### src/rtl/add_sched_pkg.sv
// Shared types and helpers for the add_sched scheduler slice.
// Latency: n/a (declarations only).
// Backpressure: n/a.
package add_sched_pkg;

    // Scheduler control states
    typedef enum logic [1:0] {
        ST_RUN   = 2'd0,
        ST_DRAIN = 2'd1,
        ST_HALT  = 2'd2
    } state_t;

    // Ceiling log2 usable in constant expressions (port and parameter widths)
    function automatic int clog2(input int v);
        int r;
        r = 0;
        while ((1 << r) < v) r++;
        return r;
    endfunction

endpackage

### src/rtl/add_sched_rr_arbiter.sv
// Round-robin arbiter: one-hot grant to the first requester at or after ptr.
// Latency: combinational.
// Backpressure: en=0 suppresses every grant; requesters simply stay pending.
// ADD_SCHED_PRIO0_EN: requester 0 wins outright whenever it is requesting.
module rr_arbiter #(
    parameter int NREQ = 4,
    parameter int IDW  = 2
) (
    input  logic [NREQ-1:0] req,
    input  logic [IDW-1:0]  ptr,
    input  logic            en,
    output logic [NREQ-1:0] gnt,
    output logic [IDW-1:0]  gnt_id,
    output logic            gnt_any
);

    // Rotating search starting at ptr; first valid requester wins
    always_comb begin
        int idx;
        gnt_any = 1'b0;
        gnt_id  = '0;
        idx     = 0;
        if (en) begin
`ifdef ADD_SCHED_PRIO0_EN
            // Requester 0 bypasses the rotation entirely
            if (req[0]) begin
                gnt_any = 1'b1;
            end
`endif
            for (int k = 0; k < NREQ; k++) begin
                idx = (int'(ptr) + k) % NREQ;
                if (!gnt_any && req[idx]) begin
                    gnt_any = 1'b1;
                    gnt_id  = IDW'(idx);
                end
            end
        end
        gnt = gnt_any ? (NREQ'(1) << gnt_id) : '0;
    end

endmodule

### src/rtl/add_sched.sv
// Shares one fixed-latency pipelined adder among NREQ requesters, returning ID-tagged sums.
// Latency: grant is combinational; a sum returns LAT cycles after its operands are accepted.
// Backpressure: requesters wait on req_ready; no response backpressure; drain quiesces issue.
// Optional macro ADD_SCHED_PRIO0_EN gives requester 0 strict priority over the rotation.
module add_sched
    import add_sched_pkg::*;
#(
    parameter int WIDTH = 15,
    parameter int NREQ  = 4,
    parameter int LAT   = 3,
    parameter int IDW   = 2
) (
    input  logic                     clk,
    input  logic                     rst,
    input  logic [NREQ-1:0]          req_valid,
    input  logic [NREQ*WIDTH-1:0]    req_x,
    input  logic [NREQ*WIDTH-1:0]    req_y,
    output logic [NREQ-1:0]          req_ready,
    output logic [WIDTH-1:0]         add_x,
    output logic [WIDTH-1:0]         add_y,
    input  logic [WIDTH-1:0]         add_sum,
    output logic                     rsp_valid,
    output logic [IDW-1:0]           rsp_id,
    output logic [WIDTH-1:0]         rsp_sum,
    input  logic                     drain,
    output logic                     drained,
    output logic [clog2(LAT+1)-1:0]  inflight
);

    localparam int INW = clog2(LAT + 1);

    state_t            state, state_nxt;
    logic [IDW-1:0]    rr_ptr;
    logic              issue_en;
    logic [NREQ-1:0]   gnt;
    logic [IDW-1:0]    gnt_id;
    logic              gnt_any;
    logic [LAT-1:0]    tag_vld;
    logic [IDW-1:0]    tag_id [LAT];
    logic              ret;

    // Issue only while running; a drain request wins over a same-cycle grant
    assign issue_en = (state == ST_RUN) && !drain && !rst;

    rr_arbiter #(
        .NREQ (NREQ),
        .IDW  (IDW)
    ) u_arb (
        .req     (req_valid),
        .ptr     (rr_ptr),
        .en      (issue_en),
        .gnt     (gnt),
        .gnt_id  (gnt_id),
        .gnt_any (gnt_any)
    );

    assign req_ready = gnt;
    assign ret       = tag_vld[LAT-1];
    assign rsp_valid = tag_vld[LAT-1];
    assign rsp_id    = tag_id[LAT-1];
    assign rsp_sum   = add_sum;
    assign drained   = (state == ST_HALT);

    // Operand mux toward the adder; zero when nothing is granted
    always_comb begin
        add_x = '0;
        add_y = '0;
        if (gnt_any) begin
            add_x = req_x[int'(gnt_id)*WIDTH +: WIDTH];
            add_y = req_y[int'(gnt_id)*WIDTH +: WIDTH];
        end
    end

    // Rotation pointer advances past the winner; priority wins leave it alone
    always_ff @(posedge clk) begin
        if (rst) begin
            rr_ptr <= '0;
        end else if (gnt_any) begin
`ifdef ADD_SCHED_PRIO0_EN
            if (gnt_id != '0)
                rr_ptr <= (gnt_id == IDW'(NREQ-1)) ? '0 : gnt_id + IDW'(1);
`else
            rr_ptr <= (gnt_id == IDW'(NREQ-1)) ? '0 : gnt_id + IDW'(1);
`endif
        end
    end

    // Tag pipeline mirrors the adder so each sum emerges with its requester ID
    always_ff @(posedge clk) begin
        if (rst) begin
            tag_vld <= '0;
            for (int k = 0; k < LAT; k++) tag_id[k] <= '0;
        end else begin
            for (int k = LAT-1; k > 0; k--) begin
                tag_vld[k] <= tag_vld[k-1];
                tag_id[k]  <= tag_id[k-1];
            end
            tag_vld[0] <= gnt_any;
            tag_id[0]  <= gnt_id;
        end
    end

    // Outstanding-operation count; issue and return in one cycle cancel out
    always_ff @(posedge clk) begin
        if (rst) begin
            inflight <= '0;
        end else begin
            case ({gnt_any, ret})
                2'b10:   inflight <= inflight + INW'(1);
                2'b01:   inflight <= inflight - INW'(1);
                default: inflight <= inflight;
            endcase
        end
    end

    // Control state register
    always_ff @(posedge clk) begin
        if (rst) state <= ST_RUN;
        else     state <= state_nxt;
    end

    // Drain sequencing: stop issuing, wait for the pipe to empty, park in HALT
    always_comb begin
        state_nxt = state;
        case (state)
            ST_RUN:   if (drain) state_nxt = ST_DRAIN;
            ST_DRAIN: begin
                if (!drain)              state_nxt = ST_RUN;
                else if (inflight == '0) state_nxt = ST_HALT;
            end
            ST_HALT:  if (!drain) state_nxt = ST_RUN;
            default:  state_nxt = ST_RUN;
        endcase
    end

endmodule

### config.mk
export PLATFORM = sky130hd
export DESIGN_NAME = add_sched
export DESIGN_NICKNAME = d
export VERILOG_FILES = /design/src/rtl/add_sched_pkg.sv /design/src/rtl/add_sched_rr_arbiter.sv /design/src/rtl/add_sched.sv
export SDC_FILE = /design/constraint.sdc
export NUM_CORES = 1
export LEC_CHECK = 0
export CAP_MARGIN = 5
export CORE_ASPECT_RATIO = 1.25
export CORE_MARGIN = 5
export CORE_UTILIZATION = 29
export DETAILED_ROUTE_END_ITERATION = 12
export PLACE_DENSITY = 0.87
export SLEW_MARGIN = 25
export SYNTH_ARGS = -nofsm -noshare
export SYNTH_HDL_FRONTEND = slang
export SYNTH_SLANG_ARGS = --single-unit
export TNS_END_PERCENT = 10
### constraint.sdc
create_clock -name clk -period 4.4 [get_ports clk]
set_clock_uncertainty 0.1 [all_clocks]
set_input_delay 0.88 -clock clk [delete_from_list [all_inputs] [get_ports clk]]
set_output_delay 0.88 -clock clk [all_outputs]
set_load 0.01 [all_outputs]
* Yosys cells after proc, flatten, opt, wreduce, memory -nomap -nowiden *
Memories as Yosys holds them, arrays and structs flattened.
Index checks and enable logic that the tools add are counted.

cells by class
  add/sub/neg operators = 6
  multiply operators = 1
  $lt $le $gt $ge = 4
  eq/ne operators = 8
  shift-type cells = 3
  mux-type cells = 40
  bitwise logic cells = 6
  reductions and logical operators = 17

operators by type and width
  cell                                                 number
  variable part select 60 x 32 -> 15 bit               1
  variable part select 60 x 7 -> 15 bit                1
  two-way mux 15 bit                                   2
  two-way mux 2 bit                                    13
  two-way mux 1 bit                                    18
  < comparator 3 x 4 -> 1 bit, second input constant   3
  binary-select mux 1 bit (select 2 bit)               4
  adder 2 x 1 -> 2 bit, second input constant          3
  equality test 2 bit, second input constant           3
  multiplier 2 x 4 -> 6 bit, second input constant     1
  case mux 2 bit (3 select lines)                      1
  OR reduction 2 bit                                   3
  logical AND 1 bit                                    5
  logical NOT 1 bit                                    5
  adder 2 bit, second input constant                   2
  equality test 2 x 1 -> 1 bit, second input constant  2
  logical NOT 2 bit                                    2
  two-way mux 4 bit                                    1
  inequality test 2 bit, second input constant         2
  case mux 2 bit (2 select lines)                      1
  << shifter 1 x 2 -> 4 bit, first input constant      1
  bitwise AND 1 bit, first input constant              3
  < comparator 2 x 3 -> 1 bit, second input constant   1
  inequality test 3 bit, second input constant         1
  4 further kinds                                      6

word-level totals
  flip-flop bits (word level) = 9
  memory bits (writable) = 6
  bits of input ports = 142
  output and inout bits = 55
  memories = 1

memories
  name    depth  width  read ports  clocked after Yosys merged registers in  write ports  RTL line         RTL
  tag_id  3      2      3           0                                        3            add_sched.sv:39  logic [IDW-1:0] tag_id [LAT];

* Logic depth before layout (Yosys ltp) *
  depth in word-level cells = 20
  gate-level depth with buffers = 10
  gate-level depth less buffers = 8

* Hierarchy *
A second synthesis with hierarchy kept.

unflattened totals
  cells, all modules = 154
  area, all modules = 1752.9 um2

modules (own cells, without submodules)
  module      times used  cells an instance  area an instance (um2)
  add_sched   1           133                1599.0
  rr_arbiter  1           21                 153.9

* Worst setup path after synthesis *
OpenSTA, ideal clock, no wires.

  path type = in2out
  start point = in drain
  end point = out req_ready[2]
  data arrival time = 2419 ps
  data required time = 3420 ps
  path slack = 1001 ps
  stages on the path = 7
  path buffers = 2
  cell sequence = or4_4 > or2_2 > clkbuf_1 > clkbuf_1 > inv_1 > ha_1 > and2_1

on the way
  longest elaborated chain between the ends = 6

RTL lines
  element                         RTL line                    RTL
  start: declaration              add_sched.sv:25             input logic drain,
  logical NOT 1 bit               -
  logical AND 1 bit (2 in a row)  add_sched.sv:43             assign issue_en = (state == ST_RUN) && !drain && !rst;
  two-way mux 2 bit               add_sched_rr_arbiter.sv:23  if (en) begin
  net gnt_id[1]                   add_sched.sv:36             logic [IDW-1:0] gnt_id;
  << shifter 1 x 2 -> 4 bit       add_sched_rr_arbiter.sv:38  gnt = gnt_any ? (NREQ'(1) << gnt_id) : '0;
  two-way mux 4 bit               add_sched_rr_arbiter.sv:38
  end: declaration                add_sched.sv:18             output logic [NREQ-1:0] req_ready,

The timed path passes the listed nets, and every way through them passes these cells.

* Worst setup path after layout *
  start point = in drain
  end point = out add_x[10]

on the way
  longest elaborated chain between the ends = 7

RTL lines
  element                                 RTL line                    RTL
  logical NOT 1 bit *                     -
  logical AND 1 bit * (2 in a row)        add_sched.sv:43
  two-way mux 2 bit                       add_sched_rr_arbiter.sv:23
  multiplier 2 x 4 -> 6 bit               add_sched.sv:69             add_x = req_x[int'(gnt_id)*WIDTH +: WIDTH];
  variable part select 60 x 32 -> 15 bit  add_sched.sv:69
  two-way mux 15 bit *                    add_sched.sv:68             if (gnt_any) begin
  end: declaration                        add_sched.sv:19             output logic [WIDTH-1:0] add_x,

Every way passes the cells marked *; elsewhere a longest branch is shown, timed or not.

==> results.cfg <==
[pwr]
power.density_mw_per_mm2 = 163
pwr-share-clk_pct = 20.2
netSwitchingFraction_pct = 28.2
peakVddDrop_uv = 79.9
p_leak_nw = 1.29
p_switching_uw = 159
p_seq_share_pct = 25.9
p_comb_share_pct = 53.9
intPower_uw = 404

[logic_synthesis]
synth_compound_area_share_pct = 17.6
synthAdderAreaFrac_pct = 3.75
avgSynthCellArea_um2 = 8.77
synth_top_family_by_area = multiplexers
synth_area_mm2 = 0.00167
synthXorXnorAreaFrac_pct = 1.05
ys_seq_area_share_pct = 18.0
yosys.area_share.simple_pct = 9.01
yosysWarnings = 0
synth_cell_type_count = 29
ys_ff_latch = 15
syn-num-nets = 337
synthMuxAreaShare_pct = 37.2
syn_inst = 190

[setup_path]
worst_ep_required_time_ns = 3.42
path_max_fanout = 17
r2r_slack_ns = 2.13
cpMostUsedCell = clkdlybuf4s50_1
endpoint_kind = output port
cpPeakStageDelay_ns = 0.58
startpoint = drain
path_delay_family = buffers and inverters
path_depth = 7
crit_path_top_delay_cell = clkdlybuf4s50_1
r2r_start = state[0]
r2r_end = inflight[1]
start_kind = input port
crit_type = input port to output port
cp.buffers_inverters = 3
cp-endpoint = add_x[10]
cp.arrival_ns = 3.31
cp_cell_sequence = clkdlybuf4s50_1, or4_4, a211oi_4, buf_12, mux2i_1, o22ai_1, clkdlybuf4s50_1
reg2regPathDepth = 7

[clock_network]
cts_made_buffers = 3
cts_tree = built
path_clk_slew_ns = 0.06
cts_max_level = 1
post_cts_resized = 0
cts_sinks = 15
cts-root-buf = clkbuf_8
cts_hold_buffers = 0
cts_buffer_depth = 2
clock_latency_ns = 0.26

[sta]
period_minus_slack_ns = 4.29
setup_viol = 0
fmax_ghz = 0.233
rsz0062_at_grt = false
post-route-period-util_pct = 97.6
timing.hold.ws_ns = 0.338
slew_headroom_pct = 75.2
worst_slew_pin_slew_ns = 0.373
hold_viol = 0
slew_violations = 0

[die]
die-area_mm2 = 0.00737
dieHeight_um = 94.8
ios = 197
fp.dieW_um = 77.8
core_area_mm2 = 0.00552
initial_core_util_pct = 30.2
rows = 30

[final_layout]
drive_gt1_share_pct = 7.54
regArea_um2 = 300
finalNetCount = 493
multi_input_area_mm2 = 0.00115
diodes = 0
stdcell_count = 409
final_core_util_pct = 62.5
final_area_mm2 = 0.00345
synthToLayoutAreaGrowth_pct = 107
nFillCells = 456

[drt]
drt_first_pass_iters = 4
antenna_left = 0
drt_iter0_markers = 33
drcViolationCount = 0
vias = 2099
wl_um = 7550
vias_per_cell = 5.13
avgRoutedWirePerCell_um = 18.5

[grt]
grt.overflow.total = 0
first_global_vias = 2361
antenna_found_initial = 0
grt_pass1_wl_um = 11600
grt_usage_pct = 19.8
grt_max_degree = 24

[run]
maxCapViolations = 0

[run_status]
outcome = finished, final reports clean

[worst_hold_path]
min_path_type = flop to flop

[placed_design]
placedInstanceArea_mm2 = 0.00338
port_buffers = 166
dp.final_hpwl_um = 6400
dp.cells = 403
routabilityCongestion = 0.853
[cell type report]
class / instances / area share [%]
multi-input cells: 139 / 33.4
well taps: 64 / 2.32
clock inverters: 1 / 0.145
flip-flops and latches: 15 / 8.71
repair buffers: 182 / 53.7
inverters: 5 / 0.544
clock buffers: 3 / 1.20
[registers in the layout (all words and copies together), names as in the netlist]
signal / cells
tag_id: 6
tag_vld: 3
inflight: 2
rr_ptr: 2
state: 2
[layout by cell type, fill, tap and decap left out, types with 2 or more instances in the layout]
cell type and instances:
nor2_1 4, and2_1 4, o22ai_1 32, a21oi_1 4
clkdlybuf4s50_1 166, nor2b_1 8, mux2i_1 62, a211oi_1 2
ha_1 5, nand2_1 2, nand2b_1 2, buf_12 4
inv_1 5, buf_4 11, dfxtp_1 15, clkbuf_8 3
[timing repair]
item,in CTS,in global routing
hold endpoints to repair,0,0
endpoints found under the setup margin,0,5
setup buffers,0,2
[synth_stat cells, drive strengths merged]
| cell | count | area [um^2] |
|---|---|---|
| nor3b | 1 | 7.51 |
| o21a | 1 | 7.51 |
| o21ai | 1 | 5.00 |
| o21ba | 1 | 10.0 |
| nand2 | 2 | 7.51 |
| o211ai | 1 | 7.51 |
| inv | 5 | 18.8 |
| xnor2 | 1 | 8.76 |
| and2 | 4 | 25.0 |
| mux2i | 62 | 621 |
| or4 | 1 | 11.3 |
| nor2 | 5 | 18.8 |
| clkbuf | 10 | 37.5 |
| nand2b | 2 | 12.5 |
| ha | 5 | 62.6 |
| a211oi | 3 | 35.0 |
| o22ai | 32 | 200 |
| xor2 | 1 | 8.76 |
| or2 | 1 | 6.26 |
| or3 | 1 | 6.26 |
| nor2b | 8 | 50.1 |
| nor3 | 1 | 5.00 |
| a21oi | 5 | 28.8 |
| buf | 21 | 165 |
| dfxtp | 15 | 300 |
[per-layer routing]
layer,vias to the layer above,wire [um],GRT usage (%)
met5,-,0,0
met4,0,211,7.02
met3,21,886,8.21
met2,119,3890,36.6
met1,963,2560,19.8
li1,996,-,-
[worst min-delay path by stage]
stage,cells after the start,slack [ns],start,endpoint
6_report,1,0.34,tag_id[0][2],tag_id[0][4]
5_1_grt,1,0.37,tag_vld[1],tag_vld[2]
3_5_place_dp,1,0.33,tag_vld[1],tag_vld[2]
4_1_cts,1,0.35,tag_vld[1],tag_vld[2]
2_1_floorplan,1,0.31,tag_id[0][0],tag_id[0][2]
3_3_place_gp,1,0.32,tag_vld[0],tag_vld[1]
[power groups by stage]
stage | Clock [mW] | Combinational (mW) | Sequential, mW
floorplan | 0 | 0.127 | 0.149
global placement | 0 | 0.289 | 0.149
detailed placement | 0 | 0.299 | 0.149
CTS | 0.117 | 0.301 | 0.146
global route | 0.123 | 0.324 | 0.147
finish | 0.114 | 0.303 | 0.146
[through the flow]
step	power (mW)	worst slack (ns)	setup TNS, ns
final	0.563	0.107	0
after global routing	0.594	0.0183	0
after CTS	0.564	0.0979	0
after detailed placement	0.448	0.126	0
after global placement	0.438	-0.0567	-0.803
after floorplan	0.276	1.00	0
[cell families after synthesis]
kind of cell | after synthesis
AND/OR/NAND/NOR | 26
flip-flops | 15
multiplexers | 62
adder cells (fa/ha/maj) | 5
AO/OA/AOI/OAI | 44
XOR/XNOR | 2
buffers and inverters | 36
No activity file was read; power rests on OpenSTA's default activity.
==> variant 1, RTL diff (same flow settings) <==
Encoding of `state_t`: now one-hot (3 bits for 3 states).
--- a/src/rtl/add_sched_pkg.sv
+++ b/src/rtl/add_sched_pkg.sv
@@ -5,8 +5,8 @@
 
     // Scheduler control states
-    typedef enum logic [1:0] {
-        ST_RUN   = 2'd0,
-        ST_DRAIN = 2'd1,
-        ST_HALT  = 2'd2
+    typedef enum logic [2:0] {
+        ST_RUN   = 3'b001,
+        ST_DRAIN = 3'b010,
+        ST_HALT  = 3'b100
     } state_t;
 
Function: no difference found for any inputs over 4 cycles, from zero or initial values and one cycle with rst high; so few cycles prove little.
==> variant 1 against the original RTL <==
- worst setup slack improved by 180 ps
- synthesized area increased by 4.9%
- via count increased by 2.8%
- synthesized cell count increased by 6.8%
- worst hold slack better by 4.0 ps
- clock power grew 15%
- power increased by 11%
- wire length rose by 2.1%
- design area down 2.9%
- sequential cell count grew 1
- largest power group unchanged
- utilization decreased by 4.9 points
==> variant 1: results (changes against the original RTL) <==
stage,metric,value,unit,change
critical_path,Worst R2R Setup Slack,2090,ps,-40 ps
cts,clk buf depth,2,,unchanged
min_path,hold_sp,tag_vld[0],,
power_and_ir_drop,Leakage,1.24,nW,-3.3%
global_route,vias in the first global route,2281,,-3.4%
cts,"Reg clk slew, reported paths",60,ps,about the same
layout,Fill cells,506,,+11%
yosys,synth cell count leaders,"mux2i_1, a22oi_1, o22ai_1",,
critical_path,r2r startpoint,state[2],,
placement,post-DP HPWL,6440,um,+0.53%
critical_path,worst path arrival time,3130,ps,-180 ps
layout,Top Registers,"tag_id x6, state x3, tag_vld x3",,
placement,placed cells,406,,+0.74%
yosys,Yosys cell types,38,,+31%
global_route,largest net degree at the start of global routing,44,,+83%
run_status,outcome,"complete, no violations",,
drt,"wirelength, routed",7700,um,+2.1%
yosys,area share of the leading cell type in the synthesized netlist,18.3,%,-19 points
cts,Num CTS Buffers,3,,unchanged
global_route,total track usage,18.9,%,-0.96 points
layout,NumNets Final,489,,-0.81%
yosys,asr flop ratio synth,0,%,unchanged
cts,post-CTS setup buffer count,0,,unchanged
min_path,endpoint of the worst hold path,tag_vld[1],,
critical_path,crit-path max FO,18,,+1
cts,Post-CTS Resized,0,,unchanged
sta,Min Hold Slack,342,ps,+4.02 ps
yosys,syn nets,347,,+3.0%
placement,Placer Congestion,0.825,,-3.3%
global_route,initial antenna violation count,0,,unchanged
power_and_ir_drop,maximum VDD drop,0.0957,mV,+20%
yosys,Post-Syn Instances,203,,+6.8%
cts,Skew-Pair Late Insertion Delay,250,ps,
layout,antenna cells,0,,unchanged
drt,Routed Antenna Nets,0,,unchanged
yosys,ranking of synthesized cells by area,"dfxtp_1, mux2i_1, a22oi_1",,
drt,routed via count,2158,,+2.8%
critical_path,r2r endpoint,inflight[1],,
min_path,Hold/Removal Path Class,register to register,,
layout,layout cells sized above 1,7.27,%,-0.27 points
global_route,first-pass GRT wire length,11500,um,-0.72%
critical_path,Top Family by Delay on Critical Path,buffers and inverters,,
yosys,sequential cell area fraction in the yosys report,18.3,%,+0.31 points
drt,DR iter-0 viols,65,,+97%
critical_path,R2R cell count,7,,unchanged
sta,Worst-Margin Slew,393,ps,+20.6 ps
drt,mean number of vias per cell,5.26,,+2.6%
==> variant 1: metrics by stage <==
stage	worst slack [ps]	total power (W)	cell area, um^2
floorplan	1400	0.000327	1750
global placement	315	0.000491	3300
detailed placement	292	0.000496	3300
CTS	273	0.000627	3350
global route	141	0.000655	3350
finish	288	0.000622	3350
==> variant 1: how the worst max path moves through the flow <==
stage | from | endpoint | slack [ps] | depth (start not counted)
2_1_floorplan | req_valid[0] | req_ready[0] | 1400 | 8
3_3_place_gp | req_valid[0] | add_y[3] | 320 | 8
3_5_place_dp | req_valid[0] | add_x[8] | 290 | 8
4_1_cts | req_valid[0] | add_x[8] | 270 | 8
5_1_grt | req_valid[0] | add_x[8] | 140 | 8
6_report | req_valid[0] | add_x[8] | 290 | 8
==> variant 1: worst register-to-register path, stage by stage (launching register included) <==
cell and delay, ps:
dfxtp_1 370, nor4_2 350, and3_1 340, buf_4 190
inv_1 50, ha_1 310, or3_1 380, a21oi_1 150
==> variant 1: report_power, final <==
part | total (W) | internal (W) | switching, W | leakage [nW]
clock | 0.000131 | 0.0000795 | 0.0000515 | 0.0288
combinational | 0.000333 | 0.000203 | 0.000130 | 1.08
sequential | 0.000158 | 0.000151 | 0.00000645 | 0.130
total | 0.000622 | 0.000434 | 0.000188 | 1.24
==> variant 1: area by class of cell <==
class	count	area share, %
well taps	66	2.46
clock buffers	4	1.64
inverters	6	0.709
flip-flops and latches	16	9.56
multi-input cells	146	33.6
repair buffers	172	52.1
==> variant 1: cell families after synthesis <==
| group | Yosys count | share of synthesized area (%) |
|---|---|---|
| DFF | 16 | 18.3 |
| xor gates and xnor gates | 3 | 1.50 |
| and+or+nand+nor | 34 | 12.3 |
| muxes | 31 | 17.8 |
| adders and majority gates | 2 | 1.43 |
| AOI/OAI and AO/OA | 76 | 31.4 |
| buffers and inverters | 41 | 17.3 |
==> variant 1: per-layer routing <==
layer / global-route usage [%] / part of all wire, %
met1: 19.9 / 36
met2: 32.7 / 48
met3: 8.83 / 13
met4: 5.82 / 2.5
met5: 0 / 0
==> variant 2, RTL diff (config.mk and constraints unchanged) <==
Made on the original files. Build with the macro `ADD_SCHED_PRIO0_EN` defined.
--- a/src/rtl/add_sched_rr_arbiter.sv
+++ b/src/rtl/add_sched_rr_arbiter.sv
@@ -3,4 +3,6 @@
 // Backpressure: en=0 suppresses every grant; requesters simply stay pending.
 // ADD_SCHED_PRIO0_EN: requester 0 wins outright whenever it is requesting.
+`define ADD_SCHED_PRIO0_EN
+
 module rr_arbiter #(
     parameter int NREQ = 4,
Function: changed (a bounded check fails within 4 cycles, from zero or initial values and one cycle with rst high).
==> variant 2 against the original RTL <==
- combinational power is 3% lower
- first-iteration DRC count grew to 3.3 times the old value
- synthesized cell count is 43% higher
- power is 2.1% lower
- via count is 32% higher
- wire length is 21% higher
- sequential cell count stayed put
- worst setup slack better by 100 ps
- utilization is 8.6 points lower
- synthesized area is 21% higher
- design area is 7.8% higher
- critical path type unchanged
- highest routed layer unchanged
==> variant 2: results (changes against the original RTL) <==
stage,metric,value,unit,change
global_route,vias in the first global route,2808,,+19%
yosys,synth cell count leaders,"o21ai_0, nor3_1, nand3_1",,
power_and_ir_drop,maximum VDD drop,0.114,mV,+42%
placement,dpl ws,205,ps,+79.1 ps
yosys,Yosys cell types,36,,+24%
placement,post-DP HPWL,7050,um,+10%
cts,Num CTS Buffers,3,,unchanged
cts,CTS H-tree depth,1,,unchanged
yosys,ys flop type,dfxtp_1,,
cts,"Reg clk slew, reported paths",60,ps,about the same
yosys,syn nets,418,,+24%
sta,Max transition margin,50.3,%,-25 points
layout,Fill cells,637,,+40%
cts,clk buf depth,2,,unchanged
yosys,asr flop ratio synth,0,%,unchanged
drt,DR iter-0 viols,110,,+230%
cts,Post-CTS Resized,0,,unchanged
cts,post-CTS setup buffer count,0,,unchanged
global_route,initial antenna violation count,0,,unchanged
run_status,outcome,"complete, no violations",,
global_route,GRT met1 Usage,21.3,%,+1.6 points
yosys,total of warnings raised by yosys,0,,unchanged
layout,antenna cells,0,,unchanged
drt,mean number of vias per cell,5.50,,+7.2%
cts,CTS root buffer,clkbuf_8,,
layout,Top Registers,"tag_id x6, tag_vld x3",,
yosys,ranking of synthesized cells by area,"a311oi_2, dfxtp_1, o21ai_0",,
placement,placed cell areas,3670,um^2,+8.8%
critical_path,worst path arrival time,3210,ps,-100 ps
global_route,met3 Usage GRT,4.04,%,-4.2 points
layout,NumNets Final,563,,+14%
power_and_ir_drop,Leakage,1.24,nW,-3.9%
placement,Placer Congestion,0.866,,+1.5%
drt,first drt pass iteration count,5,,+1
global_route,first-pass GRT wire length,13800,um,+19%
global_route,met2 usage in global routing,37.3,%,+0.75 points
global_route,largest net degree at the start of global routing,24,,unchanged
yosys,sequential cell area fraction in the yosys report,14.9,%,-3.1 points
placement,Port-buffer cells,166,,unchanged
drt,"wirelength, routed",9130,um,+21%
cts,CTS tree,built,,
cts,Skew-Pair Late Insertion Delay,250,ps,
global_route,total track usage,19.6,%,-0.23 points
min_path,Hold/Removal Path Class,register to register,,
layout,layout cells sized above 1,14.5,%,+6.9 points
critical_path,crit-path max FO,21,,+4
-- variant 2: cell types whose count changed after synthesis, moves of 6 or more --
cell / unedited run / this run
mux2i_1: 62 / 1
o21ai_1: 0 / 24
a311oi_1: 0 / 6
a311oi_2: 0 / 24
nand3_1: 0 / 30
nor3_1: 1 / 31
o21ai_0: 1 / 37
clkbuf_1: 10 / 24
o22ai_1: 32 / 0
-- variant 2: layout make-up --
type | count | area [um^2] | share of cell area (%)
Clock buffer | 3 | 41.3 | 1.11
Timing Repair Buffer | 187 | 1820 | 48.9
Tap cell | 90 | 113 | 3.03
Inverter | 4 | 15.0 | 0.404
Sequential cell | 15 | 300 | 8.08
Clock inverter | 1 | 5.00 | 0.135
Multi-Input combinational cell | 205 | 1430 | 38.3
-- variant 2: path summary, 6_finish.rpt --
path / from / to / slack (ps) / cells past startpoint
setup / recovery: drain / add_y[2] / 210 / 7
hold / removal: tag_id[0][2] / tag_id[0][4] / 330 / 1
setup reg to reg: state[0] / rr_ptr[0] / 1970 / 8
hold reg to reg: tag_id[0][2] / tag_id[0][4] / 330 / 1
-- variant 2: worst max-delay path, stage by stage --
cell	delay [ps]
clkdlybuf4s50_1	420
or4_4	550
nor2_4	140
buf_4	240
o21ai_1	140
a311oi_2	240
clkdlybuf4s50_1	590
-- variant 2: metal layers --
layer,part of all wire (%),vias to the layer above
met1,38,1293
met5,0,-
met4,2.7,0
li1,-,1299
met3,7.1,30
met2,52,157
-- variant 2: through the flow --
step | utilization (%) | cells
after detailed placement | 53.3 | 501
after global routing | 54.0 | 505
after global placement | 53.3 | 501
after CTS | 54.0 | 505
final | 54.0 | 505
after floorplan | - | 271
-- variant 2: report_power, final --
| group | internal, W | switching, W | leakage, nW |
|---|---|---|---|
| Sequential | 0.000141 | 0.00000364 | 0.122 |
| Combinational | 0.000175 | 0.000119 | 1.09 |
| Clock | 0.0000628 | 0.0000492 | 0.0255 |
-- variant 2: kinds of logic (layout without fill, tap and decap cells) --
| family | count (synthesis) | in the layout | synth area share [%] |
|---|---|---|---|
| adder cells (fa/ha/maj) | 5 | 5 | 3.10 |
| multiplexers | 1 | 1 | 0.496 |
| AND/OR/NAND/NOR | 96 | 96 | 25.7 |
| flip-flops | 15 | 15 | 14.9 |
| XOR/XNOR | 2 | 2 | 0.869 |
| buffers and inverters | 51 | 195 | 14.9 |
| AO/OA/AOI/OAI | 101 | 101 | 40.0 |
